--- config.mk ---
export PLATFORM = sky130hd
export DESIGN_NAME = matrix_input_parser
export DESIGN_NICKNAME = d
export VERILOG_FILES = /design/src/rtl/matrix_pkg.sv /design/src/rtl/token_accumulator.sv /design/src/rtl/matrix_input_parser.sv
export SDC_FILE = /design/constraint.sdc
export NUM_CORES = 1
export LEC_CHECK = 0
export BUFFER_PORTS_ARGS = -buffer_cell sky130_fd_sc_hd__buf_4
export CAP_MARGIN = 20
export CORE_ASPECT_RATIO = 1.4
export CORE_MARGIN = 3
export CORE_UTILIZATION = 35
export CTS_BUF_LIST = sky130_fd_sc_hd__clkbuf_4 sky130_fd_sc_hd__clkbuf_8 sky130_fd_sc_hd__clkbuf_16
export CTS_CLUSTER_SIZE = 20
export DETAILED_ROUTE_END_ITERATION = 6
export GPL_TIMING_DRIVEN = 0
export PLACE_DENSITY = 0.57
export SYNTH_ARGS = -nofsm -noshare
export SYNTH_HDL_FRONTEND = slang
export SYNTH_SLANG_ARGS = --single-unit
--- constraint.sdc ---
create_clock -name clk -period 4.9 [get_ports clk]
set_clock_uncertainty 0.05 [all_clocks]
set_input_delay 0.98 -clock clk [delete_from_list [all_inputs] [get_ports clk]]
set_output_delay 0.98 -clock clk [all_outputs]
set_load 0.02 [all_outputs]
--- src/rtl/matrix_pkg.sv ---
// Shared definitions for the matrix input parser: ASCII codes, error codes, limits, states.
// The optional idle-timeout fill state exists only when PARSER_TIMEOUT_EN is defined.
package matrix_pkg;

    localparam logic [7:0] ASCII_ZERO  = 8'd48;
    localparam logic [7:0] ASCII_NINE  = 8'd57;
    localparam logic [7:0] ASCII_SPACE = 8'd32;
    localparam logic [7:0] ASCII_CR    = 8'd13;
    localparam logic [7:0] ASCII_LF    = 8'd10;

    localparam logic [1:0] ERR_NONE = 2'd0;
    localparam logic [1:0] ERR_CHAR = 2'd1;
    localparam logic [1:0] ERR_DIM  = 2'd2;
    localparam logic [1:0] ERR_ELEM = 2'd3;

    localparam int unsigned MAX_DIM_DEF = 32'd5;
    localparam int unsigned MAX_VAL_DEF = 32'd9;

    typedef enum logic [2:0] {
        ST_IDLE     = 3'd0,
        ST_GET_M    = 3'd1,
        ST_GET_N    = 3'd2,
        ST_GET_ELEM = 3'd3,
        ST_DONE     = 3'd4,
        ST_ERR      = 3'd5
`ifdef PARSER_TIMEOUT_EN
        ,
        ST_FILL     = 3'd6
`endif
    } state_t;

    typedef enum logic [1:0] {
        CLS_DIGIT   = 2'd0,
        CLS_SEP     = 2'd1,
        CLS_ILLEGAL = 2'd2
    } byte_class_t;

    function automatic byte_class_t classify_byte(input logic [7:0] b);
        byte_class_t c;
        if (b >= ASCII_ZERO && b <= ASCII_NINE) begin
            c = CLS_DIGIT;
        end else if (b == ASCII_SPACE || b == ASCII_CR || b == ASCII_LF) begin
            c = CLS_SEP;
        end else begin
            c = CLS_ILLEGAL;
        end
        return c;
    endfunction

endpackage

--- src/rtl/token_accumulator.sv ---
// Classifies incoming bytes and accumulates one decimal token into a saturating 8-bit value.
module token_accumulator
    import matrix_pkg::*;
(
    input  logic        clk,
    input  logic        rst,
    input  logic        clr,
    input  logic [7:0]  rx_data,
    input  logic        rx_valid,
    output byte_class_t byte_class,
    output logic [7:0]  value,
    output logic        ovf,
    output logic        tok_end
);

    logic [7:0]  acc_r;
    logic        ovf_r;
    logic        pend_r;
    logic [11:0] next_acc_s;

    // Byte classification and candidate acc*10+digit (ASCII digits carry their value in the low nibble)
    always_comb begin
        byte_class = classify_byte(rx_data);
        next_acc_s = ({4'd0, acc_r} * 12'd10) + {8'd0, rx_data[3:0]};
        tok_end    = rx_valid && (byte_class == CLS_SEP) && pend_r;
    end

    // Accumulator with sticky saturation; a separator closes and clears the token
    always_ff @(posedge clk) begin
        if (rst || clr) begin
            acc_r  <= 8'd0;
            ovf_r  <= 1'b0;
            pend_r <= 1'b0;
        end else if (rx_valid && byte_class == CLS_DIGIT) begin
            pend_r <= 1'b1;
            if (ovf_r || next_acc_s > 12'd255) begin
                acc_r <= 8'd255;
                ovf_r <= 1'b1;
            end else begin
                acc_r <= next_acc_s[7:0];
            end
        end else if (rx_valid && byte_class == CLS_SEP) begin
            acc_r  <= 8'd0;
            ovf_r  <= 1'b0;
            pend_r <= 1'b0;
        end else begin
            acc_r  <= acc_r;
            ovf_r  <= ovf_r;
            pend_r <= pend_r;
        end
    end

    assign value = acc_r;
    assign ovf   = ovf_r;

endmodule

--- src/rtl/matrix_input_parser.sv ---
// Parses "m n e0 e1 ..." ASCII into storage writes with a done/error handshake.
// Define PARSER_TIMEOUT_EN to zero-fill the remaining elements after TIMEOUT_CYC idle cycles.
module matrix_input_parser
    import matrix_pkg::*;
#(
    parameter int unsigned MAX_DIM = MAX_DIM_DEF,
    parameter int unsigned MAX_VAL = MAX_VAL_DEF,
    parameter logic [31:0] TIMEOUT_CYC = 32'd500_000_000
) (
    input  logic        clk,
    input  logic        rst,
    input  logic        i_en,
    input  logic [7:0]  i_base_addr,
    input  logic [7:0]  i_rx_data,
    input  logic        i_rx_valid,
    output logic        o_wr_en,
    output logic [7:0]  o_wr_addr,
    output logic [31:0] o_wr_data,
    output logic [31:0] o_m,
    output logic [31:0] o_n,
    output logic        o_done,
    output logic        o_err,
    output logic [1:0]  o_err_code
);

    localparam logic [7:0] MAX_DIM_B = 8'(MAX_DIM);
    localparam logic [7:0] MAX_VAL_B = 8'(MAX_VAL);

    state_t      state_r, nxt_state_s;
    logic [7:0]  index_r, nxt_index_s;
    logic [7:0]  base_r, nxt_base_s;
    logic [7:0]  total_r, nxt_total_s;
    logic [31:0] nxt_m_s, nxt_n_s, nxt_wr_data_s;
    logic [7:0]  nxt_wr_addr_s;
    logic        nxt_wr_en_s, nxt_done_s, nxt_err_s;
    logic [1:0]  nxt_code_s;
    logic        acc_clr_s, elem_req_s;
    byte_class_t byte_class_s;
    logic [7:0]  value_s;
    logic        ovf_s, tok_end_s;

    token_accumulator u_tok (
        .clk        (clk),
        .rst        (rst),
        .clr        (acc_clr_s),
        .rx_data    (i_rx_data),
        .rx_valid   (i_rx_valid),
        .byte_class (byte_class_s),
        .value      (value_s),
        .ovf        (ovf_s),
        .tok_end    (tok_end_s)
    );

`ifdef PARSER_TIMEOUT_EN
    logic [31:0] tmo_cnt_r;
    logic        tmo_hit_s;

    assign tmo_hit_s = (state_r == ST_GET_ELEM) && !i_rx_valid && (tmo_cnt_r == TIMEOUT_CYC);

    // Idle-cycle counter while waiting for elements, restarted by every received byte
    always_ff @(posedge clk) begin
        if (rst) begin
            tmo_cnt_r <= 32'd0;
        end else if (state_r != ST_GET_ELEM || i_rx_valid || tmo_hit_s) begin
            tmo_cnt_r <= 32'd0;
        end else begin
            tmo_cnt_r <= tmo_cnt_r + 32'd1;
        end
    end
`endif

    // Next-state and next-output logic; dropping i_en aborts any session
    always_comb begin
        nxt_state_s   = state_r;
        nxt_index_s   = index_r;
        nxt_base_s    = base_r;
        nxt_total_s   = total_r;
        nxt_m_s       = o_m;
        nxt_n_s       = o_n;
        nxt_wr_en_s   = 1'b0;
        nxt_wr_addr_s = o_wr_addr;
        nxt_wr_data_s = o_wr_data;
        nxt_done_s    = o_done;
        nxt_err_s     = o_err;
        nxt_code_s    = o_err_code;
        acc_clr_s     = 1'b0;
        elem_req_s    = 1'b0;
        if (!i_en) begin
            nxt_state_s = ST_IDLE;
            nxt_done_s  = 1'b0;
            nxt_err_s   = 1'b0;
            acc_clr_s   = 1'b1;
        end else begin
            case (state_r)
                ST_IDLE: begin
                    acc_clr_s   = 1'b1;
                    nxt_state_s = ST_GET_M;
                    nxt_index_s = 8'd0;
                    nxt_base_s  = i_base_addr;
                    nxt_done_s  = 1'b0;
                    nxt_err_s   = 1'b0;
                    nxt_code_s  = ERR_NONE;
                end
                ST_GET_M, ST_GET_N: begin
                    if (i_rx_valid && byte_class_s == CLS_ILLEGAL) begin
                        nxt_state_s = ST_ERR;
                        nxt_done_s  = 1'b1;
                        nxt_err_s   = 1'b1;
                        nxt_code_s  = ERR_CHAR;
                    end else if (tok_end_s) begin
                        if (ovf_s || value_s == 8'd0 || value_s > MAX_DIM_B) begin
                            nxt_state_s = ST_ERR;
                            nxt_done_s  = 1'b1;
                            nxt_err_s   = 1'b1;
                            nxt_code_s  = ERR_DIM;
                        end else if (state_r == ST_GET_M) begin
                            nxt_m_s     = {24'd0, value_s};
                            nxt_state_s = ST_GET_N;
                        end else begin
                            nxt_n_s     = {24'd0, value_s};
                            nxt_total_s = o_m[7:0] * value_s;
                            nxt_state_s = ST_GET_ELEM;
                        end
                    end else begin
                        nxt_state_s = state_r;
                    end
                end
                ST_GET_ELEM: begin
                    if (i_rx_valid && byte_class_s == CLS_ILLEGAL) begin
                        nxt_state_s = ST_ERR;
                        nxt_done_s  = 1'b1;
                        nxt_err_s   = 1'b1;
                        nxt_code_s  = ERR_CHAR;
                    end else if (tok_end_s) begin
                        elem_req_s = 1'b1;
`ifdef PARSER_TIMEOUT_EN
                    end else if (tmo_hit_s) begin
                        acc_clr_s   = 1'b1;
                        nxt_state_s = ST_FILL;
                        elem_req_s  = (value_s != 8'd0);
`endif
                    end else begin
                        nxt_state_s = state_r;
                    end
                end
`ifdef PARSER_TIMEOUT_EN
                ST_FILL: begin
                    nxt_wr_en_s   = 1'b1;
                    nxt_wr_addr_s = base_r + index_r;
                    nxt_wr_data_s = 32'd0;
                    nxt_index_s   = index_r + 8'd1;
                    if (index_r == total_r - 8'd1) begin
                        nxt_state_s = ST_DONE;
                    end else begin
                        nxt_state_s = ST_FILL;
                    end
                end
`endif
                ST_DONE: begin
                    nxt_done_s = 1'b1;
                    nxt_err_s  = 1'b0;
                end
                ST_ERR: begin
                    nxt_done_s = 1'b1;
                    nxt_err_s  = 1'b1;
                end
                default: begin
                    nxt_state_s = ST_IDLE;
                end
            endcase
        end
        // Element completion shared by the separator path and the timeout path
        if (elem_req_s) begin
            if (ovf_s || value_s > MAX_VAL_B) begin
                nxt_state_s = ST_ERR;
                nxt_done_s  = 1'b1;
                nxt_err_s   = 1'b1;
                nxt_code_s  = ERR_ELEM;
            end else begin
                nxt_wr_en_s   = 1'b1;
                nxt_wr_addr_s = base_r + index_r;
                nxt_wr_data_s = {24'd0, value_s};
                nxt_index_s   = index_r + 8'd1;
                if (index_r == total_r - 8'd1) begin
                    nxt_state_s = ST_DONE;
                end else begin
                    nxt_state_s = nxt_state_s;
                end
            end
        end else begin
            nxt_index_s = nxt_index_s;
        end
    end

    // State, index and registered outputs
    always_ff @(posedge clk) begin
        if (rst) begin
            state_r    <= ST_IDLE;
            index_r    <= 8'd0;
            base_r     <= 8'd0;
            total_r    <= 8'd0;
            o_m        <= 32'd0;
            o_n        <= 32'd0;
            o_wr_en    <= 1'b0;
            o_wr_addr  <= 8'd0;
            o_wr_data  <= 32'd0;
            o_done     <= 1'b0;
            o_err      <= 1'b0;
            o_err_code <= ERR_NONE;
        end else begin
            state_r    <= nxt_state_s;
            index_r    <= nxt_index_s;
            base_r     <= nxt_base_s;
            total_r    <= nxt_total_s;
            o_m        <= nxt_m_s;
            o_n        <= nxt_n_s;
            o_wr_en    <= nxt_wr_en_s;
            o_wr_addr  <= nxt_wr_addr_s;
            o_wr_data  <= nxt_wr_data_s;
            o_done     <= nxt_done_s;
            o_err      <= nxt_err_s;
            o_err_code <= nxt_code_s;
        end
    end

endmodule

==> impl_metrics.json <==
{
  "status": "completed",
  "cts_setup_buffers": 0,
  "r2r_cells": 15,
  "wl_per_cell_um": 13.9,
  "cts-root-buf": "clkbuf_16",
  "maxCapViolations": 0,
  "rsz0062_at_grt": "no",
  "vias": 4650,
  "vias_per_cell": 4.71,
  "power.density_nw_per_um2": 225,
  "wirelength_mm": 13.7,
  "cts.sink_count": 74,
  "dp_slack_ns": 0.804,
  "cp_max_fo": 11,
  "clk_latency_ns": 0.34,
  "first_pass_iters": 4,
  "clk_path_buf_depth": 2,
  "required_ns": 5.07,
  "die_w_um": 112,
  "grt_max_degree": 13,
  "drtIter0Drc": 194,
  "hold_viol": 0,
  "start_util_pct": 36.2,
  "synth_edf_count": 0,
  "placed_cell_area_um2": 6450,
  "start_kind": "register",
  "cts-resized-gates": 0,
  "drc_errors": 0,
  "min_path_cells": 2,
  "post_synth_num_cell_types": 65,
  "grt_use_total_pct": 16.2,
  "hold_end": "o_wr_addr[6]",
  "ios": 129,
  "antenna_left": 0,
  "pwr-share-clk_pct": 48.9,
  "synthCells": 651,
  "io_buffer_count": 56,
  "cts.htree.levels": 3,
  "end_kind": "register",
  "hold_start": "o_wr_addr[6]",
  "yosysWarnings": 0,
  "hpwl_mm": 10.7,
  "yosys.area.top_type_share_pct": 26.8,
  "layout_min_cycle_time_ns": 4.03,
  "fin_util_pct": 44.5,
  "globalplace.congestion": 0.887,
  "p_sw_mw": 0.368,
  "grt_pass1_wl_mm": 23.0,
  "row_count": 53,
  "drive_gt1_share_pct": 22.6,
  "nets": 865,
  "relSlewSlack_pct": 55.3,
  "worst_hold_path_type": "reg -> reg",
  "combPwrFrac_pct": 11.3,
  "worstMarginPinSlew_ns": 0.671,
  "p_seq_share_pct": 39.9,
  "die_h_um": 155,
  "power_mw": 1.53,
  "ff2ff_setup_slack_ns": 0.87,
  "synthArstFlopShare_pct": 0,
  "p_leak_nw": 3.25,
  "synthFlopType": "dfxtp_1",
  "stdcell_area_um2": 6790,
  "fmax_ghz": 0.248,
  "core_um2": 15300,
  "slew_viol_final": 0,
  "cts_inserted_buffers": 9,
  "grt-ovfl-total": 0,
  "yosysTopAreaCell": "dfxtp_1",
  "cts_hold_buffers": 0,
  "power.internal_mw": 1.16,
  "syn_area_per_cell_um2": 8.48,
  "tns_ns": 0,
  "synth_seq_cells": 74,
  "peakVddDrop_mv": 0.254,
  "antenna_found_initial": 0,
  "critPathKind": "reg -> reg",
  "diodes": 0,
  "grt_pass1_vias": 4628,
  "clkSlewWorstSetupHoldPaths_ns": 0.06,
  "syn2layout_area_growth_pct": 23.0,
  "reg2reg_to": "total_r[7]",
  "swShare_pct": 24.1,
  "r2r-start": "u_tok.value[3]",
  "ys_seq_area_share_pct": 26.8,
  "worst_slack_ns": 0.865,
  "post-route-period-util_pct": 82.3,
  "synth_area_um2": 5520,
  "tritoncts": "yes",
  "cp.arrival_ns": 4.20,
  "setup_violations": 0,
  "synth_area_leaders": "dfxtp_1 27%, buf_4 10%, ha_1 9.1%",
  "die_area_um2": 17300
}
-- cells in the final DEF, fill, tap and decap left out, drive strengths merged, types with 10 or more instances in the layout --
cell      n
a21oi    43
and2     41
buf     138
clkbuf   26
conb     72
dfxtp    74
fa       15
ha       40
inv      38
mux2i    10
nand2    90
nor2     32
nor3     11
o21ai    13
xnor2    24
-- power groups by stage --
| stage | Sequential, mW | Clock, mW | Combinational (mW) |
|---|---|---|---|
| after detailed placement | 0.623 | 0 | 0.169 |
| final | 0.610 | 0.748 | 0.172 |
| after CTS | 0.610 | 0.765 | 0.170 |
| after global routing | 0.610 | 0.784 | 0.188 |
| after global placement | 0.623 | 0 | 0.168 |
| after floorplan | 0.623 | 0 | 0.136 |
-- registers in the layout, indices dropped and copies added, names as in the netlist, 2 cells and up --
signal	cells
base_r	8
index_r	8
o_err_code	2
o_m	8
o_n	8
o_wr_addr	8
o_wr_data	8
state_r	3
total_r	8
u_tok.value	8
-- cell usage after synthesis, drive strengths merged (3+ instances only) --
master	n
ha	40
nand3	6
or4	4
buf	81
xor2	6
a221oi	8
a21oi	43
dfxtp	74
nand2	90
nand2b	4
a31oi	5
o21ai	13
nor2b	6
a21o	9
inv	38
a211oi	9
nand4	8
o21a	3
nor2	32
xnor2	24
nor4	8
fa	15
mux2i	10
o22ai	3
xnor3	3
o31ai	3
o211ai	3
nor3	11
or3	9
clkbuf	14
and2	41
and3	3
-- how the worst max path moves through the flow --
| stage | to | slack [ns] | depth (start not counted) | startpoint |
|---|---|---|---|---|
| after floorplan | total_r[7] | 1.22 | 15 | o_m[0] |
| after global placement | total_r[7] | 0.89 | 15 | u_tok.value[3] |
| after detailed placement | total_r[7] | 0.80 | 15 | u_tok.value[3] |
| after CTS | total_r[7] | 0.81 | 15 | u_tok.value[3] |
| after global routing | total_r[7] | 0.59 | 15 | u_tok.value[3] |
| final | total_r[7] | 0.87 | 15 | u_tok.value[3] |
-- cell type report --
class	count	area (um^2)
fillers	1553	8460
multi-input cells	515	3480
flip-flops and latches	74	1480
plain buffers	95	686
repair buffers	57	425
clock buffers	12	267
well taps	192	240
inverters	38	143
clock inverters	4	72.6
-- through the flow --
stage	hold slack (ns)	cells
2_1_floorplan	0.390	722
3_3_place_gp	0.394	970
3_5_place_dp	0.397	970
4_1_cts	0.409	986
5_1_grt	0.423	987
6_report	0.404	987
-- per-layer routing --
metal | track usage, % | routed length, um
met2 | 29.9 | 7240
met4 | 6.70 | 296
met3 | 2.11 | 572
met5 | 0 | 0
met1 | 18.7 | 5640
-- worst max-delay path, cell delays in order, from the launching register on --
cell	delay, ns
dfxtp_1	0.65
and2_1	0.23
fa_1	0.17
inv_1	0.05
fa_1	0.53
inv_1	0.04
ha_1	0.27
inv_1	0.05
fa_1	0.52
inv_1	0.04
ha_1	0.33
a21o_1	0.17
a21oi_1	0.16
xnor3_1	0.44
mux2i_1	0.14
nor2_1	0.05
-- cell families (layout without fill, tap and decap cells) --
logic type                 after synthesis  count (layout)  share of synthesized area [%]
xor gates and xnor gates                33              33                           5.98
DFF                                     74              74                           26.8
muxes                                   11              11                           2.02
other                                    1              72                         0.0679
AOI/OAI and AO/OA                      109             109                           13.2
buffers and inverters                  133             206                           15.0
and+or+nand+nor                        234             234                           22.2
adders and majority gates               56              56                           14.7
Note: power is estimated with default switching activity, not from simulation.
